## src/rtl/nasti_dma_pkg.sv

```systemverilog
// Shared types and constants for the NASTI DMA mover.
package nasti_dma_pkg;

  localparam int unsigned BOUNDARY_4K = 4096;

  localparam logic [1:0] RESP_OKAY   = 2'd0;
  localparam logic [1:0] RESP_EXOKAY = 2'd1;
  localparam logic [1:0] RESP_SLVERR = 2'd2;
  localparam logic [1:0] RESP_DECERR = 2'd3;

  localparam logic [1:0] BURST_INCR  = 2'b01;

  typedef enum logic [2:0] {
    ST_IDLE,
    ST_ADDR,
    ST_WAIT_ADDR,
    ST_DATA,
    ST_DRAIN
  } state_t;

endpackage

```

## src/rtl/nasti_dma_burst_calc.sv

```systemverilog
// Burst length in beats: limited by remaining work, MAX_BURST and the 4 KiB page of either side.
module nasti_dma_burst_calc
  import nasti_dma_pkg::*;
#(
  parameter int unsigned ADDR_WIDTH = 64,
  parameter int unsigned DATA_WIDTH = 64,
  parameter int unsigned MAX_BURST  = 256
) (
  input  logic [ADDR_WIDTH-1:0] remaining,
  input  logic [11:0]           src_off,
  input  logic [11:0]           dest_off,
  output logic [8:0]            beats
);

  localparam int unsigned SZ = $clog2(DATA_WIDTH / 8);

  logic [12:0] src_room;
  logic [12:0] dest_room;
  logic [12:0] cap;
  logic [12:0] m;

  always_comb begin
    src_room  = (13'(BOUNDARY_4K) - {1'b0, src_off}) >> SZ;
    dest_room = (13'(BOUNDARY_4K) - {1'b0, dest_off}) >> SZ;
    cap       = (remaining > ADDR_WIDTH'(MAX_BURST)) ? 13'(MAX_BURST) : 13'(remaining);
    m         = cap;
    if (src_room < m)  m = src_room;
    if (dest_room < m) m = dest_room;
    beats     = m[8:0];
  end

endmodule

```

## src/rtl/nasti_dma_mover.sv

```systemverilog
// Memory-to-memory copy engine: reads bursts on src, streams them straight out on dest.
module nasti_dma_mover
  import nasti_dma_pkg::*;
#(
  parameter int unsigned ADDR_WIDTH      = 64,
  parameter int unsigned DATA_WIDTH      = 64,
  parameter int unsigned MAX_BURST       = 256,
  parameter int unsigned MAX_OUTSTANDING = 4
) (
  input  logic                    aclk,
  input  logic                    areset,
  input  logic [ADDR_WIDTH-1:0]   src_addr,
  input  logic [ADDR_WIDTH-1:0]   dest_addr,
  input  logic [ADDR_WIDTH-1:0]   length,
  input  logic                    start,
  output logic                    busy,
  output logic                    done,
  output logic                    error,
  output logic [1:0]              err_resp,
  output logic                    src_ar_valid,
  input  logic                    src_ar_ready,
  output logic [ADDR_WIDTH-1:0]   src_ar_addr,
  output logic [7:0]              src_ar_len,
  output logic [2:0]              src_ar_size,
  output logic [1:0]              src_ar_burst,
  output logic [3:0]              src_ar_id,
  output logic [3:0]              src_ar_cache,
  output logic [2:0]              src_ar_prot,
  output logic                    src_ar_lock,
  input  logic                    src_r_valid,
  output logic                    src_r_ready,
  input  logic [DATA_WIDTH-1:0]   src_r_data,
  input  logic                    src_r_last,
  input  logic [1:0]              src_r_resp,
  output logic                    dest_aw_valid,
  input  logic                    dest_aw_ready,
  output logic [ADDR_WIDTH-1:0]   dest_aw_addr,
  output logic [7:0]              dest_aw_len,
  output logic [2:0]              dest_aw_size,
  output logic [1:0]              dest_aw_burst,
  output logic [3:0]              dest_aw_id,
  output logic [3:0]              dest_aw_cache,
  output logic [2:0]              dest_aw_prot,
  output logic                    dest_aw_lock,
  output logic                    dest_w_valid,
  input  logic                    dest_w_ready,
  output logic [DATA_WIDTH-1:0]   dest_w_data,
  output logic [DATA_WIDTH/8-1:0] dest_w_strb,
  output logic                    dest_w_last,
  input  logic                    dest_b_valid,
  output logic                    dest_b_ready,
  input  logic [1:0]              dest_b_resp
);

  localparam int unsigned SZ = $clog2(DATA_WIDTH / 8);
  localparam int unsigned OW = $clog2(MAX_OUTSTANDING + 1);
  localparam logic [ADDR_WIDTH-1:0] ALIGN = ~((ADDR_WIDTH'(1) << SZ) - ADDR_WIDTH'(1));

  state_t                  state, state_nx;
  logic [ADDR_WIDTH-1:0]   src_cur, dest_cur, remaining, remaining_after;
  logic [8:0]              cur_beats, calc_beats, beat_cnt;
  logic [OW-1:0]           outstanding;
  logic                    ar_hs, aw_hs, r_hs, w_hs, b_hs;
  logic                    last_beat, can_issue, issue, finish;

  nasti_dma_burst_calc #(
    .ADDR_WIDTH (ADDR_WIDTH),
    .DATA_WIDTH (DATA_WIDTH),
    .MAX_BURST  (MAX_BURST)
  ) u_burst_calc (
    .remaining (remaining),
    .src_off   (src_cur[11:0]),
    .dest_off  (dest_cur[11:0]),
    .beats     (calc_beats)
  );

  assign ar_hs           = src_ar_valid & src_ar_ready;
  assign aw_hs           = dest_aw_valid & dest_aw_ready;
  assign r_hs            = src_r_valid & src_r_ready;
  assign w_hs            = dest_w_valid & dest_w_ready;
  assign b_hs            = dest_b_valid & dest_b_ready;
  assign last_beat       = (beat_cnt == cur_beats - 9'd1);
  assign remaining_after = remaining - ADDR_WIDTH'(cur_beats);
  assign can_issue       = (outstanding < OW'(MAX_OUTSTANDING));
  // Issue is gated here, so after a burst with work left the engine parks in ADDR until a B frees a slot.
  assign issue           = (state == ST_ADDR) && (remaining != '0) && can_issue;
  assign finish          = (state == ST_DRAIN) && (outstanding == '0);

  always_ff @(posedge aclk or posedge areset) begin
    if (areset) state <= ST_IDLE;
    else        state <= state_nx;
  end

  always_comb begin
    state_nx = state;
    unique case (state)
      ST_IDLE:      if (start) state_nx = ST_ADDR;
      ST_ADDR:      if (remaining == '0) state_nx = ST_DRAIN;
                    else if (can_issue) state_nx = ST_WAIT_ADDR;
      ST_WAIT_ADDR: if ((!src_ar_valid || src_ar_ready) && (!dest_aw_valid || dest_aw_ready))
                      state_nx = ST_DATA;
      ST_DATA:      if (w_hs && last_beat)
                      state_nx = (remaining_after == '0) ? ST_DRAIN : ST_ADDR;
      ST_DRAIN:     if (outstanding == '0) state_nx = ST_IDLE;
      default:      state_nx = ST_IDLE;
    endcase
  end

  always_comb begin
    src_r_ready  = 1'b0;
    dest_w_valid = 1'b0;
    dest_w_last  = 1'b0;
    if (state == ST_DATA) begin
      src_r_ready  = dest_w_ready;
      dest_w_valid = src_r_valid;
      dest_w_last  = last_beat;
    end
  end

  assign dest_b_ready  = (outstanding != '0);
  assign dest_w_data   = src_r_data;
  assign dest_w_strb   = '1;
  assign src_ar_addr   = src_cur;
  assign src_ar_len    = 8'(cur_beats - 9'd1);
  assign src_ar_size   = 3'(SZ);
  assign src_ar_burst  = BURST_INCR;
  assign src_ar_id     = '0;
  assign src_ar_cache  = '0;
  assign src_ar_prot   = '0;
  assign src_ar_lock   = 1'b0;
  assign dest_aw_addr  = dest_cur;
  assign dest_aw_len   = 8'(cur_beats - 9'd1);
  assign dest_aw_size  = 3'(SZ);
  assign dest_aw_burst = BURST_INCR;
  assign dest_aw_id    = '0;
  assign dest_aw_cache = '0;
  assign dest_aw_prot  = '0;
  assign dest_aw_lock  = 1'b0;

  always_ff @(posedge aclk or posedge areset) begin
    if (areset) begin
      src_cur       <= '0;
      dest_cur      <= '0;
      remaining     <= '0;
      cur_beats     <= '0;
      beat_cnt      <= '0;
      src_ar_valid  <= 1'b0;
      dest_aw_valid <= 1'b0;
      busy          <= 1'b0;
      done          <= 1'b0;
    end else begin
      if (state == ST_IDLE && start) begin
        src_cur   <= src_addr & ALIGN;
        dest_cur  <= dest_addr & ALIGN;
        remaining <= length >> SZ;
        busy      <= 1'b1;
      end
      if (issue) begin
        cur_beats     <= calc_beats;
        beat_cnt      <= '0;
        src_ar_valid  <= 1'b1;
        dest_aw_valid <= 1'b1;
      end else begin
        if (ar_hs) src_ar_valid  <= 1'b0;
        if (aw_hs) dest_aw_valid <= 1'b0;
      end
      if (w_hs) begin
        if (last_beat) begin
          beat_cnt  <= '0;
          src_cur   <= src_cur + (ADDR_WIDTH'(cur_beats) << SZ);
          dest_cur  <= dest_cur + (ADDR_WIDTH'(cur_beats) << SZ);
          remaining <= remaining_after;
        end else begin
          beat_cnt  <= beat_cnt + 9'd1;
        end
      end
      done <= finish;
      if (finish) busy <= 1'b0;
    end
  end

  always_ff @(posedge aclk or posedge areset) begin
    if (areset) begin
      outstanding <= '0;
    end else begin
      unique case ({aw_hs, b_hs})
        2'b10:   outstanding <= outstanding + OW'(1);
        2'b01:   outstanding <= outstanding - OW'(1);
        default: outstanding <= outstanding;
      endcase
    end
  end

  always_ff @(posedge aclk or posedge areset) begin
    if (areset) begin
      error    <= 1'b0;
      err_resp <= RESP_OKAY;
    end else if (state == ST_IDLE && start) begin
      error    <= 1'b0;
      err_resp <= RESP_OKAY;
    end else begin
      if (r_hs && (src_r_last != last_beat)) error <= 1'b1;
      // R wins the capture when both channels report a fault in the same cycle.
      if (r_hs && src_r_resp != RESP_OKAY) begin
        error <= 1'b1;
        if (!error) err_resp <= src_r_resp;
      end else if (b_hs && dest_b_resp != RESP_OKAY) begin
        error <= 1'b1;
        if (!error) err_resp <= dest_b_resp;
      end
    end
  end

endmodule

```

## config.mk

```make
export PLATFORM = sky130hd
export DESIGN_NAME = nasti_dma_mover
export DESIGN_NICKNAME = d
export VERILOG_FILES = /design/src/rtl/nasti_dma_pkg.sv /design/src/rtl/nasti_dma_burst_calc.sv /design/src/rtl/nasti_dma_mover.sv
export SDC_FILE = /design/constraint.sdc
export NUM_CORES = 1
export LEC_CHECK = 0
export ABC_AREA = 1
export CAP_MARGIN = 0
export CORE_AREA = 2 2 206 208
export CTS_BUF_LIST = sky130_fd_sc_hd__clkbuf_16
export DETAILED_ROUTE_END_ITERATION = 7
export DIE_AREA = 0 0 208 210
export DONT_BUFFER_PORTS = 1
export HOLD_SLACK_MARGIN = 0.1
export PLACE_DENSITY_LB_ADDON = 0.12
export SLEW_MARGIN = 20
export SYNTH_ARGS = -nofsm -noshare
export SYNTH_HDL_FRONTEND = slang
export SYNTH_SLANG_ARGS = --single-unit
```

## constraint.sdc

```tcl
create_clock -name aclk -period 9.7 [get_ports aclk]
set_clock_uncertainty 0.1 [all_clocks]
set_input_delay 1.455 -clock aclk [delete_from_list [all_inputs] [get_ports aclk]]
set_output_delay 1.455 -clock aclk [all_outputs]
set_load 0.01 [all_outputs]
```

Yosys cells after proc, flatten, opt, wreduce, memory -nomap -nowiden

Cells that the tools add are included.

Add/sub/neg operators: 9
Order comparisons: 4
Equality and inequality tests: 15
Mux-type cells: 42
Bitwise operators: 5
Reduce and logical (&&, ||, !) cells: 30

Operator list:

| operator                                                        | number |
|---|---|
| 2-to-1 mux 64 bit                                               | 9 |
| adder 64 x 12 -> 64 bit                                         | 2 |
| logical NOT 64 bit                                              | 2 |
| greater-than comparator 64 x 9 -> 1 bit (second input constant) | 1 |
| nonzero test 64 bit                                             | 1 |
| subtractor 64 x 9 -> 64 bit                                     | 1 |
| 2-to-1 mux 9 bit                                                | 4 |
| < comparator 10 x 13 -> 1 bit                                   | 2 |
| 2-to-1 mux 13 bit                                               | 2 |
| subtractor 13 x 12 -> 13 bit (first input constant)             | 2 |
| 2-to-1 mux 3 bit                                                | 7 |
| one-hot mux 3 bit (5 select lines)                              | 1 |
| nonzero test 2 bit                                              | 7 |
| 2-to-1 mux 1 bit                                                | 13 |
| 2-to-1 mux 2 bit                                                | 5 |
| adder 9 x 1 -> 9 bit (second input constant)                    | 1 |
| == test 9 bit                                                   | 1 |
| logical AND 1 bit                                               | 9 |
| subtractor 9 x 1 -> 9 bit (second input constant)               | 1 |
| == test 3 x 2 -> 1 bit (second input constant)                  | 2 |
| logical NOT 3 bit                                               | 2 |
| != test 2 bit (second input constant)                           | 3 |
| != test 3 bit (second input constant)                           | 2 |
| one-hot mux 3 bit (2 select lines)                              | 1 |
| 17 further kinds                                                | 24 |

Bits in registers: 223
Input bits: 269
Output and inout port bits: 261
Word-level logic and storage cells: 118

Logic depth before layout (Yosys ltp)

Gate-level depths: netlist of the first run.

Depth after elaboration: 8
Depth in mapped cells: 32
Depth with buffers taken out: 31

Cells and area by module

A second synthesis of the first run with hierarchy kept.

Cells, all modules: 3176
Area, all modules: 20063.0 µm²

Modules (own cells, without submodules):

| module               | instances | cells an instance | area each (µm²) | sequential area each (µm²) |
|---|---|---|---|---|
| nasti_dma_mover      | 1         | 2901              | 18659.1         | 5580.4 |
| nasti_dma_burst_calc | 1         | 275               | 1403.8          | 0.0 |

Least setup slack after synthesis of the first run

Ideal clock, no wire load.

Path kind: flip-flop to flip-flop
Start: register src_cur[0] (netlist: src_ar_addr[0])
End: register cur_beats[5]
Setup time: 0.065 ns
Arrival time: 4.142 ns
Required time: 9.535 ns
Slack: 5.393 ns
Stages on the path, launching flop included: 30
Path buffers: 1
Period minus slack after synthesis: 4.307 ns
Path through: dfrtp_1 > nor3_1 > inv_1 > or2_4 > nor2_1 > nand2_1 > nor2_2 > inv_2 > nor2_2 > nand2_1 > nor2_2 > nand2_2 > xnor2_1 > inv_2 > ha_1 > a21oi_1 > o21ai_0 > a21oi_1 > nand2_4 > buf_2 > nand2_1 > o21ai_2 > ha_1 > a21oi_1 > o21ai_0 > a21oi_2 > nand2_4 > nand2_1 > nand3_1 > nand2_1

Word-level cells in the longest chain between the ends: 5

Ends and longest elaborated chain:

| item                           | line                       | RTL |
|---|---|---|
| start, declared                | nasti_dma_mover.sv:60      | `logic [ADDR_WIDTH-1:0] src_cur, dest_cur, remaining, remaining_after;` |
| start signal, assigned         | nasti_dma_mover.sv:153     | `src_cur <= src_addr & ALIGN;` |
| start signal, assigned         | nasti_dma_mover.sv:170     | `src_cur <= src_cur + (ADDR_WIDTH'(cur_beats) << SZ);` |
| subtractor 13 x 12 -> 13 bit * | nasti_dma_burst_calc.sv:23 | `src_room = (13'(BOUNDARY_4K) - {1'b0, src_off}) >> SZ;` |
| < comparator 10 x 13 -> 1 bit  | nasti_dma_burst_calc.sv:27 | `if (src_room < m) m = src_room;` |
| 2-to-1 mux 13 bit *            | nasti_dma_burst_calc.sv:27 |  |
| < comparator 10 x 13 -> 1 bit  | nasti_dma_burst_calc.sv:28 | `if (dest_room < m) m = dest_room;` |
| 2-to-1 mux 9 bit *             | nasti_dma_burst_calc.sv:28 |  |
| end signal, assigned           | nasti_dma_mover.sv:159     | `cur_beats <= calc_beats;` |
| end, declared                  | nasti_dma_mover.sv:61      | `logic [8:0] cur_beats, calc_beats, beat_cnt;` |

Every way passes the cells marked *; elsewhere a longest branch is shown, timed or not.
A chain may end at the register's enable or synchronous reset.

Final worst setup path of the first run

Start: register src_cur[0] (netlist: src_ar_addr[0])
End: register cur_beats[4]

The elaborated chain is that of the path after synthesis.

==> results of run 1 <==
==> state kept, by name (all words and copies together) (netlist names) <==
signal / count
cur_beats: 9
err_resp: 2
outstanding: 3
beat_cnt: 9
dest_aw_valid: 1
done: 1
src_ar_valid: 1
state: 3
dest_aw_addr: 64
remaining: 64
error: 1
busy: 1
src_ar_addr: 64
==> cell usage in the layout (no fill, tap or decap), drive strengths merged, types with 2 or more instances in the layout <==
master    n
dfrtp   223
fa        4
nand4    53
conb     43
a21oi    45
o211ai   40
nor2    440
o22ai    10
xor2    130
inv     389
a22oi     2
o21a      5
xnor2    22
a211oi    2
or2      13
mux2i     4
nor3b     3
nand3b    4
o31ai     2
diode     5
and3      4
clkbuf   29
a31oi    97
nor4     37
clkinv   13
a21o      3
o21ai   197
buf       7
ha       48
o21bai    2
bufinv    6
nand3   132
nor3     78
nand2   817
==> metal layers <==
metal | routed length, µm | global-route usage (%) | vias to the layer above
li1 | - | - | 9314
met4 | 1666 | 7.655 | 8
met2 | 32700 | 53.08 | 649
met5 | 55 | 0 | -
met1 | 29450 | 39.79 | 9031
met3 | 5600 | 8.150 | 114
==> area by class of cell <==
cell class / instances / area share, %
Multi-Input combinational cell: 2241 / 56.30
Timing Repair Buffer: 7 / 0.3419
Sequential cell: 223 / 27.73
Clock buffer: 29 / 3.606
Inverter: 385 / 7.230
Antenna cell: 5 / 0.06217
Tap cell: 539 / 3.351
Clock inverter: 24 / 1.380
==> critical path: stages (launching register included) <==
cell,delay [ns]
dfrtp_1,0.43
nor3_1,0.56
inv_1,0.14
or2_4,0.28
nor2_1,0.09
nand2_1,0.10
nor2_2,0.13
inv_2,0.05
nor2_2,0.13
nand2_1,0.11
nor2_2,0.12
nand2_2,0.09
xnor2_1,0.16
inv_2,0.06
ha_1,0.31
a21oi_1,0.13
o21ai_0,0.10
a21oi_1,0.31
nand2_4,0.20
o21ai_1,0.29
ha_1,0.30
a21oi_1,0.14
o21ai_0,0.11
a21oi_2,0.45
nand2_4,0.16
nand2_1,0.09
nand3_1,0.08
nand2_1,0.08
==> where the power goes <==
group | switching (mW) | leakage (nW) | internal [mW] | total, mW
logic | 2.13 | 6.01 | 1.12 | 3.25
clock network | 0.464 | 0.503 | 0.702 | 1.17
registers | 0.803 | 2.67 | 1.33 | 2.13
total | 3.40 | 9.18 | 3.15 | 6.55
==> cell families after synthesis <==
family                     Yosys count
buffers and inverters              583
AOI/OAI and AO/OA                  408
and+or+nand+nor                   1582
xor gates and xnor gates           152
adders and majority gates           52
other                                2
muxes                                4
DFF                                223
==> worst max-delay path by stage <==
stage              endpoint  slack (ns)  cells past startpoint
3_5_place_dp   cur_beats[8]        4.28                     27
4_1_cts        cur_beats[4]        4.28                     27
5_1_grt        cur_beats[4]        3.85                     29
6_report       cur_beats[4]        4.33                     27
3_3_place_gp   cur_beats[4]        4.37                     29
2_1_floorplan   beat_cnt[0]        2.04                      1
==> stage by stage <==
step	util, %	instances	total power [mW]	hold WS [ns]
after floorplan	-	3047	4.472	0.3686
after global placement	46.06	3395	5.302	0.3839
after detailed placement	46.06	3395	5.358	0.3971
after CTS	48.48	3448	6.547	0.4072
after global routing	48.50	3449	7.143	0.4265
final	48.52	3453	6.549	0.4036
==> impl_metrics.ini, run 1 <==
[final_layout]
seqCellArea_um2 = 5580
fill_cells = 4503
layout-drive-gt1-share_pct = 4.675
area_growth_pct = 3.795
final_nets = 3208
multi_input_area_um2 = 11330
final_area_um2 = 20130

[placed_design]
gpl.final_weighted_congestion = 0.9691
placed_area_um2 = 19110
place_ws_ns = 4.280
portBuffers = 0
hpwl_mm = 53.82

[cts]
post_cts_buffers = 0
cts_resized = 0
clk_transition_reported_paths_ns = 0.06
ctsHoldBuffers = 0
cts_tree = built
clockRootBuffer = clkbuf_16
cts_max_level = 1
worstSkewPairLatency_ns = 0.59
cts.sinks = 223
cts_buffers = 29
cts_buffer_depth = 3

[sta]
slew_viol_final = 0
slew_headroom_pct = 25.93
fin_crit_sh_pct = 55.33
hold_viol = 0
setup_viol = 0
tns_ns = 0
finalCriticalPeriod_ns = 5.367
clock.fmax_mhz = 186.3
rsz0062_at_grt = false
worstMarginPinSlew_ns = 1.103
setup_ws_ns = 4.333

[min_path]
min_path_type = flip-flop to flip-flop
holdCritStartpoint = outstanding[0]
holdPathEnd = outstanding[0]
holdPathStages = 1

[setup_path]
startpoint_type = flip-flop
arrival_ns = 5.79
crit_fanout = 17
endpoint_kind = flip-flop
r2r_start = src_ar_addr[0]
worstReg2RegEnd = cur_beats[4]
rrSetupSlack_ns = 4.33
critPathKind = flip-flop to flip-flop
cp.required_ns = 10.13
worst_r2r_path_depth = 27
crit_path_start = src_ar_addr[0]

[pwr]
cellPowerDensity_nw_per_um2 = 325.4
ir_worst_vdd_mv = 0.1503
power.leakage_nw = 9.185

[floorplan]
initial_utilization_pct = 46.75
fp.dieH_um = 210
die_area_um2 = 43680
core_um2 = 41480
io_pins = 530
rows = 75
die_w_um = 208

[synthesis]
syn_avg_cell_area_um2 = 6.450
yosys_warnings = 0
synth_top_area_share_pct = 28.78
synth_top_family_by_area = simple AND/OR/NAND/NOR gates
postSynthCellCount = 3006
yosys_most_used_dff = dfrtp_1
netlist_top_cells_area = dfrtp_1 29%, nand2_1 15%, nor2_1 7.9%, inv_1 7.4%, xor2_1 5.9%
ys_types = 52
synth_edf_count = 0
synth_mux_area_share_pct = 0.2065
yosysSeqAreaShare_pct = 28.78
yosys.area.top_type = dfrtp_1
synth.cells.most_frequent = 798 x nand2_1, 408 x nor2_1, 380 x inv_1, 223 x dfrtp_1, 180 x o21ai_0
ys_seq_elements = 223
synth_most_common_cell = nand2_1
synthAdderAreaFrac_pct = 3.510
yosys.area_share.simple_pct = 34.73
ys_async_sr_fraction_pct = 100.0
synth_compound_area_share_pct = 12.16
mappedNetlistArea_um2 = 19390
synthXorXnorAreaFrac_pct = 6.866

[status]
status = completed

[grt]
grt_max_degree = 193
grt_use_total_pct = 31.28
antenna_found_initial = 10
grt_pass1_wl_mm = 107.4
overflow = 0
grt_pass1_vias = 18560

[drt]
drcViolationCount = 0
wirelength_mm = 69.47
antenna_left = 0
drt_iter0_drc = 1434
vias = 19120
via_per_inst = 5.536
drt_pass1_iterations = 6
wire_per_inst_um = 20.12

[run]
cap_violations = 0
Note: power is estimated with default switching activity, not from simulation.
==> run 2, diff against run 1 <==
--- a/config.mk
+++ b/config.mk
@@ -5,12 +5,12 @@
 export SDC_FILE = /design/constraint.sdc
 export NUM_CORES = 1
 export LEC_CHECK = 0
-export ABC_AREA = 1
+export ABC_AREA = 0
 export CAP_MARGIN = 0
-export CORE_AREA = 2 2 206 208
+export CORE_AREA = 2 2 208 210
 export CTS_BUF_LIST = sky130_fd_sc_hd__clkbuf_16
 export DETAILED_ROUTE_END_ITERATION = 7
-export DIE_AREA = 0 0 208 210
+export DIE_AREA = 0 0 210 212
 export DONT_BUFFER_PORTS = 1
 export HOLD_SLACK_MARGIN = 0.1
 export PLACE_DENSITY_LB_ADDON = 0.12
==> constraint.sdc (replaced) <==
create_clock -name aclk -period 4.36 [get_ports aclk]
set_clock_uncertainty 0.1 [all_clocks]
set_input_delay 0.654 -clock aclk [delete_from_list [all_inputs] [get_ports aclk]]
set_output_delay 0.654 -clock aclk [all_outputs]
set_load 0.01 [all_outputs]
==> run 2 against run 1 <==
The flow now finishes with violations (setup timing). Register-to-register slack got worse by 5.6 ns. Sequential share of layout area increased by 1.4 points. Global-route usage decreased by 3.1 points. Clock power increased by 85%. Synthesized cell count decreased by 32%. Worst setup slack got worse by 5.6 ns. Flip-flop and latch count unchanged. Maximum frequency decreased by 4.0%. Worst hold slack got worse by 0.34 ns. Utilization decreased by 3.4 points. Critical endpoint is now cur_beats[2].
==> impl_metrics.ini, run 2 <==
[sta]
setup_ws_ns = -1.233
fin_crit_sh_pct = 128.3
tns_ns = -10.84
slew_viol_final = 0
finalCriticalPeriod_ns = 5.593
rsz0062_at_grt = true
slew_headroom_pct = 19.47
clock.fmax_mhz = 178.8
setup_viol = 9
hold_viol = 0
worstMarginPinSlew_ns = 1.195
hold_slack_ns = 0.06175

[final_layout]
layout-drive-gt1-share_pct = 16.50
layout_common_cells = 270 x nor2_1, 223 x dfrtp_1, 218 x buf_4
final_area_um2 = 19170
final_nets = 2450
layout_commonest_cell = nor2_1
utilization_pct = 45.10
final_cells = 2698
area_growth_pct = 16.66
multi_input_area_um2 = 9887
seqCellArea_um2 = 5580
fill_cells = 4276

[setup_path]
crit_fanout = 8
cpMaxStageDelayCell = or4_4
cpPeakStageDelay_ns = 0.54
worstReg2RegEnd = cur_beats[2]
r2r_start = remaining[58]
startpoint_type = flip-flop
cp.required_ns = 4.75
worst_r2r_path_depth = 24
critPathKind = flip-flop to flip-flop
rrSetupSlack_ns = -1.23
endpoint_kind = flip-flop
critPathMostFrequentCell = a21o_1
cp_cell_sequence = or4_4 > or3_4 > or3_4 > a211oi_4 > nand2_2 > ha_4 > a21o_1 > a21o_1 > a21oi_2 > o221ai_2 > a21o_1 > buf_6 > mux2_4 > ha_4 > a21oi_2 > nor2b_1 > o21ai_1 > nand2b_1 > a2111oi_4 > nor3b_4 > buf_6 > o21ai_1 > o31a_1 > o21ai_2
arrival_ns = 5.99

[floorplan]
initial_utilization_pct = 38.66
die_w_um = 210
io_pins = 530
fp.dieH_um = 212
rows = 76
die_area_um2 = 44520
core_um2 = 42510

[synthesis]
ys_seq_elements = 223
mappedNetlistArea_um2 = 16430
ys_async_sr_fraction_pct = 100.0
synth_top_area_share_pct = 33.96
yosys_most_used_dff = dfrtp_1
synth_most_common_cell = nor2_1
syn_avg_cell_area_um2 = 8.051
netlist_top_cells_area = dfrtp_1 34%, nor2_1 6.2%, buf_4 5.2%, a21oi_1 4.4%, ha_1 3.7%
ys_types = 73
yosysSeqAreaShare_pct = 33.96
synth_edf_count = 0
yosys_warnings = 0
synth.cells.most_frequent = 273 x nor2_1, 223 x dfrtp_1, 152 x nand2_1, 143 x a21oi_1
postSynthCellCount = 2041
yosys.area.top_type = dfrtp_1

[pwr]
p_comb_share_pct = 5.5
intPower_mw = 3.388
seqPwrFrac_pct = 46.8
power_switching_mw = 1.158
ir_worst_vdd_mv = 0.2707
cellPowerDensity_nw_per_um2 = 237.1
power.leakage_nw = 8.380
swShare_pct = 25.47
p_clk_share_pct = 47.7

[placed_design]
placed_area_um2 = 17810
portBuffers = 0
dp.cells = 2613
gpl.final_weighted_congestion = 0.9607
hpwl_mm = 47.90

[drt]
wire_per_inst_um = 23.92
drt_iter0_drc = 1308
vias = 16100
antenna_left = 0
drt_pass1_iterations = 7
wirelength_mm = 64.55
drcViolationCount = 0
via_per_inst = 5.966

[grt]
grt_pass1_vias = 15790
overflow = 0
antenna_found_initial = 6
grt_pass1_wl_mm = 97.46
grt_max_degree = 122
grt_use_total_pct = 28.14

[cts]
cts.sinks = 223
worstSkewPairLatency_ns = 0.58
cts_buffers = 29
clk_transition_reported_paths_ns = 0.06
cts_buffer_depth = 3
clockRootBuffer = clkbuf_16
cts_max_level = 1
cts_tree = built

[status]
status = finished, violations left
violations = setup timing

[run]
cap_violations = 0

[min_path]
min_path_type = primary input to asynchronous set/reset pin
run 2: cell count changes after synthesis, sizes merged, moves of 41 or more:
cell / change
nand3: -58
a31oi: -79
clkbuf: +51
inv: -326
a211oi: +70
o21ai: -74
xor2: -103
nand2: -665
nor2: -167
a21oi: +98
and3: +41
run 2: worst max-delay path: cells and delay by family (launching register included):
family          cells  cell delay [ns]
compound gates     12             2.06
fa+ha+maj           2             0.46
buf+inv             2             0.30
flops               1             0.38
mux                 1             0.31
simple gates        7             1.90
run 2: what timing repair did:
action | CTS | global route
gates resized for setup | 21 | 32
endpoints found under the setup margin | 9 | 11
setup buffers | 16 | 8
hold buffers | 10 | 0
pin swaps | 13 | 15
endpoints found under the hold margin | 10 | 0
run 2: cell type report:
type	count	share of cell area [%]
multi-input combinational	1574	51.58
sequential	223	29.11
timing repair buffer	242	10.25
clock buffer	29	3.786
tap	546	3.564
inverter	59	1.175
clock inverter	24	0.5287
antenna	1	0.01305
run 2: worst max-delay path by stage:
stage	start	endpoint	slack, ns	depth (start not counted)
floorplan	remaining[59]	cur_beats[2]	-1.18	24
global placement	remaining[61]	cur_beats[6]	-1.29	23
detailed placement	remaining[61]	cur_beats[3]	-1.42	23
CTS	src_ar_addr[0]	cur_beats[3]	-1.09	25
global route	remaining[58]	cur_beats[1]	-1.46	24
finish	remaining[58]	cur_beats[2]	-1.23	24
run 2: metal layers:
layer	routed length, µm	share of wire (%)	GRT usage (%)
met3	5962	9.2	8.109
met4	1287	2.0	6.652
met1	26930	42	36.56
met2	30300	47	46.34
met5	72	0.11	0
run 2: logic make-up (layout without fill, tap and decap cells):
group | after synthesis | after routing | synth area share [%]
flip-flops | 223 | 223 | 33.96
adder cells (fa/ha/maj) | 52 | 52 | 4.142
AO/OA/AOI/OAI | 538 | 538 | 21.43
buffers and inverters | 285 | 354 | 9.175
multiplexers | 26 | 26 | 1.797
AND/OR/NAND/NOR | 841 | 841 | 25.17
other | 2 | 44 | 0.04570
XOR/XNOR | 74 | 74 | 4.279
run 2: power groups by stage:
stage               logic [mW]  clock network (mW)  registers, mW
CTS                      0.245                2.21           2.13
finish                   0.252                2.17           2.13
detailed placement       0.232                   0           2.16
floorplan                0.269                   0           2.16
global route             0.284                2.30           2.13
global placement         0.224                   0           2.16
run 2: per-stage QoR:
step	power (mW)	worst slack, ns
after floorplan	2.425	-1.179
after global placement	2.388	-1.287
after detailed placement	2.395	-1.417
after CTS	4.587	-1.086
after global routing	4.712	-1.464
final	4.546	-1.233
==> run 3, diff against run 2 <==
--- a/config.mk
+++ b/config.mk
@@ -7,10 +7,12 @@
 export LEC_CHECK = 0
 export ABC_AREA = 0
 export CAP_MARGIN = 0
-export CORE_AREA = 2 2 208 210
+export CELL_PAD_IN_SITES_DETAIL_PLACEMENT = 0
+export CELL_PAD_IN_SITES_GLOBAL_PLACEMENT = 2
+export CORE_MARGIN = 2
+export CORE_UTILIZATION = 33
 export CTS_BUF_LIST = sky130_fd_sc_hd__clkbuf_16
 export DETAILED_ROUTE_END_ITERATION = 7
-export DIE_AREA = 0 0 210 212
 export DONT_BUFFER_PORTS = 1
 export HOLD_SLACK_MARGIN = 0.1
 export PLACE_DENSITY_LB_ADDON = 0.12
==> run 3 against run 2 <==
The run still ends with setup timing left. Critical endpoint is now cur_beats[6]. Routed wire length is 5.9% higher. Worst hold slack gained 0.068 ns. First-iteration DRC count decreased by 20%. Final cell count rose by 4.9%.
==> impl_metrics.ini, run 3 (synthesis gave the netlist of run 2 again) <==
[status]
status = finished, violations left
violations = setup timing

[floorplan]
die_area_um2 = 51590
initial_utilization_pct = 33.50
core_um2 = 49050
die_w_um = 227.1
rows = 81
fp.dieH_um = 227.1
io_pins = 530

[setup_path]
rrSetupSlack_ns = -1.21
worst_r2r_path_depth = 25
worstReg2RegEnd = cur_beats[6]
crit_path_start = remaining[58]
crit_fanout = 7
arrival_ns = 5.97
r2r_start = remaining[58]
path_delay_family = compound AO/OA/AOI/OAI gates
cpMaxStageDelayCell = or4_4
path_depth = 25
crit_buf_inv = 3
cpPeakStageDelay_ns = 0.55
startpoint_type = flip-flop
critPathKind = flip-flop to flip-flop
cp-endpoint = cur_beats[6]
endpoint_kind = flip-flop
cp.required_ns = 4.76

[drt]
wirelength_mm = 68.34
antenna_left = 0
drt_pass1_iterations = 5
drcViolationCount = 0
vias = 16160
drt_iter0_drc = 1045
wire_per_inst_um = 24.14
via_per_inst = 5.708

[grt]
grt_pass1_wl_mm = 101.3
grt_use_total_pct = 25.78
overflow = 0
grt_max_degree = 100
antenna_found_initial = 9
grt_pass1_vias = 15900

[sta]
slew_headroom_pct = 38.83
setup_viol = 9
clock.fmax_mhz = 179.6
fin_crit_sh_pct = 127.7
worstMarginPinSlew_ns = 0.9079
tns_ns = -10.66
setup_ws_ns = -1.208
slew_viol_final = 0
rsz0062_at_grt = true
hold_slack_ns = 0.1296
hold_viol = 0
finalCriticalPeriod_ns = 5.568

[final_layout]
layout_common_cells = 270 x nor2_1, 223 x dfrtp_1, 214 x buf_4
area_growth_pct = 18.72
layout-drive-gt1-share_pct = 16.72
final_nets = 2458
fill_cells = 5131
utilization_pct = 39.77
layout_commonest_cell = nor2_1

[min_path]
holdPathStages = 2
min_path_type = primary input to flip-flop

[cts]
clk_transition_reported_paths_ns = 0.06
cts.sinks = 223
cts_tree = built
cts_buffer_depth = 3
clockRootBuffer = clkbuf_16
cts_max_level = 1
worstSkewPairLatency_ns = 0.58
cts_buffers = 29

[pwr]
cellPowerDensity_nw_per_um2 = 237.5
ir_worst_vdd_mv = 0.2893
power.leakage_nw = 8.469

[placed_design]
portBuffers = 0
hpwl_mm = 50.57
gpl.final_weighted_congestion = 0.8959

[run]
cap_violations = 0
-- run 3: cell types whose count changed in the layout (fill, tap and decap cells not counted), moves of 2 or more --
cell / previous run / this run
dlygate4sd3_1: 10 / 19
diode_2: 1 / 8
clkinv_2: 3 / 8
buf_4: 218 / 214
nor4_1: 38 / 42
nor4_2: 6 / 2
clkinv_1: 12 / 9
buf_6: 6 / 8
clkinvlp_4: 3 / 1
inv_1: 64 / 62
nand2_1: 147 / 145
-- run 3: timing repair --
action	in CTS	in global routing
endpoints found under the hold margin	116	0
pin swaps	33	9
buffers inserted	19	4
hold buffers	19	0
endpoints found under the setup margin	9	11
gates cloned	1	0
gates resized for setup	35	29
-- run 3: worst min-delay path by stage --
stage | start | end | slack [ns]
after floorplan | outstanding[0] | outstanding[0] | 0.36
after global placement | outstanding[0] | outstanding[0] | 0.38
after detailed placement | outstanding[0] | outstanding[0] | 0.39
after CTS | dest_addr[44] | dest_aw_addr[44] | 0.10
after global routing | dest_addr[26] | dest_aw_addr[26] | 0.12
final | dest_addr[44] | dest_aw_addr[44] | 0.13
-- run 3: layout make-up --
class	instances	area, µm²	share of cell area, %
Clock inverter	24	131.4	0.6734
Sequential cell	223	5580	28.60
Timing Repair Buffer	250	2067	10.60
Multi-Input combinational cell	1574	9928	50.89
Antenna cell	8	20.02	0.1026
Clock buffer	29	725.7	3.720
Tap cell	664	830.8	4.259
Inverter	59	225.2	1.154
-- run 3: per-layer routing --
metal | up-vias | share of wire, % | global-route usage (%)
met3 | 100 | 8.3 | 7.666
met5 | - | 0.098 | 0
met1 | 7989 | 43 | 33.46
met4 | 10 | 2.7 | 7.927
met2 | 558 | 46 | 41.22
li1 | 7501 | - | -
-- run 3: stage by stage --
step | instance area, µm² | power (mW) | instances | worst slack, ns
final | 19510 | 4.634 | 2831 | -1.208
after global routing | 19500 | 4.826 | 2827 | -1.471
after CTS | 19310 | 4.704 | 2819 | -1.117
after detailed placement | 17940 | 2.392 | 2728 | -1.477
after global placement | 17940 | 2.388 | 2728 | -1.340
after floorplan | 16710 | 2.425 | 2082 | -1.179
-- run 3: where the power goes --
part           total [mW]  switching (mW)  leakage [nW]  internal [mW]
Sequential           2.13          0.0292          2.98           2.10
Clock                2.25           0.993         0.448           1.25
Combinational       0.262           0.154          5.05          0.108
-- run 3: worst register-to-register path: stages (launching register included) --
cell       delay [ns]
dfrtp_1          0.38
or4_4            0.55
or3_4            0.34
or3_4            0.37
a211oi_4         0.23
buf_6            0.17
nand2_4          0.07
ha_4             0.21
a21o_1           0.17
a21o_1           0.18
a21oi_2          0.18
o221ai_4         0.14
a21o_4           0.24
buf_12           0.14
mux2_4           0.31
ha_4             0.25
a21oi_2          0.13
nor2b_1          0.05
o21ai_1          0.13
nand2b_1         0.15
a2111oi_4        0.23
nor3b_4          0.28
buf_6            0.17
o21ai_2          0.06
o31a_1           0.13
o21ai_2          0.13
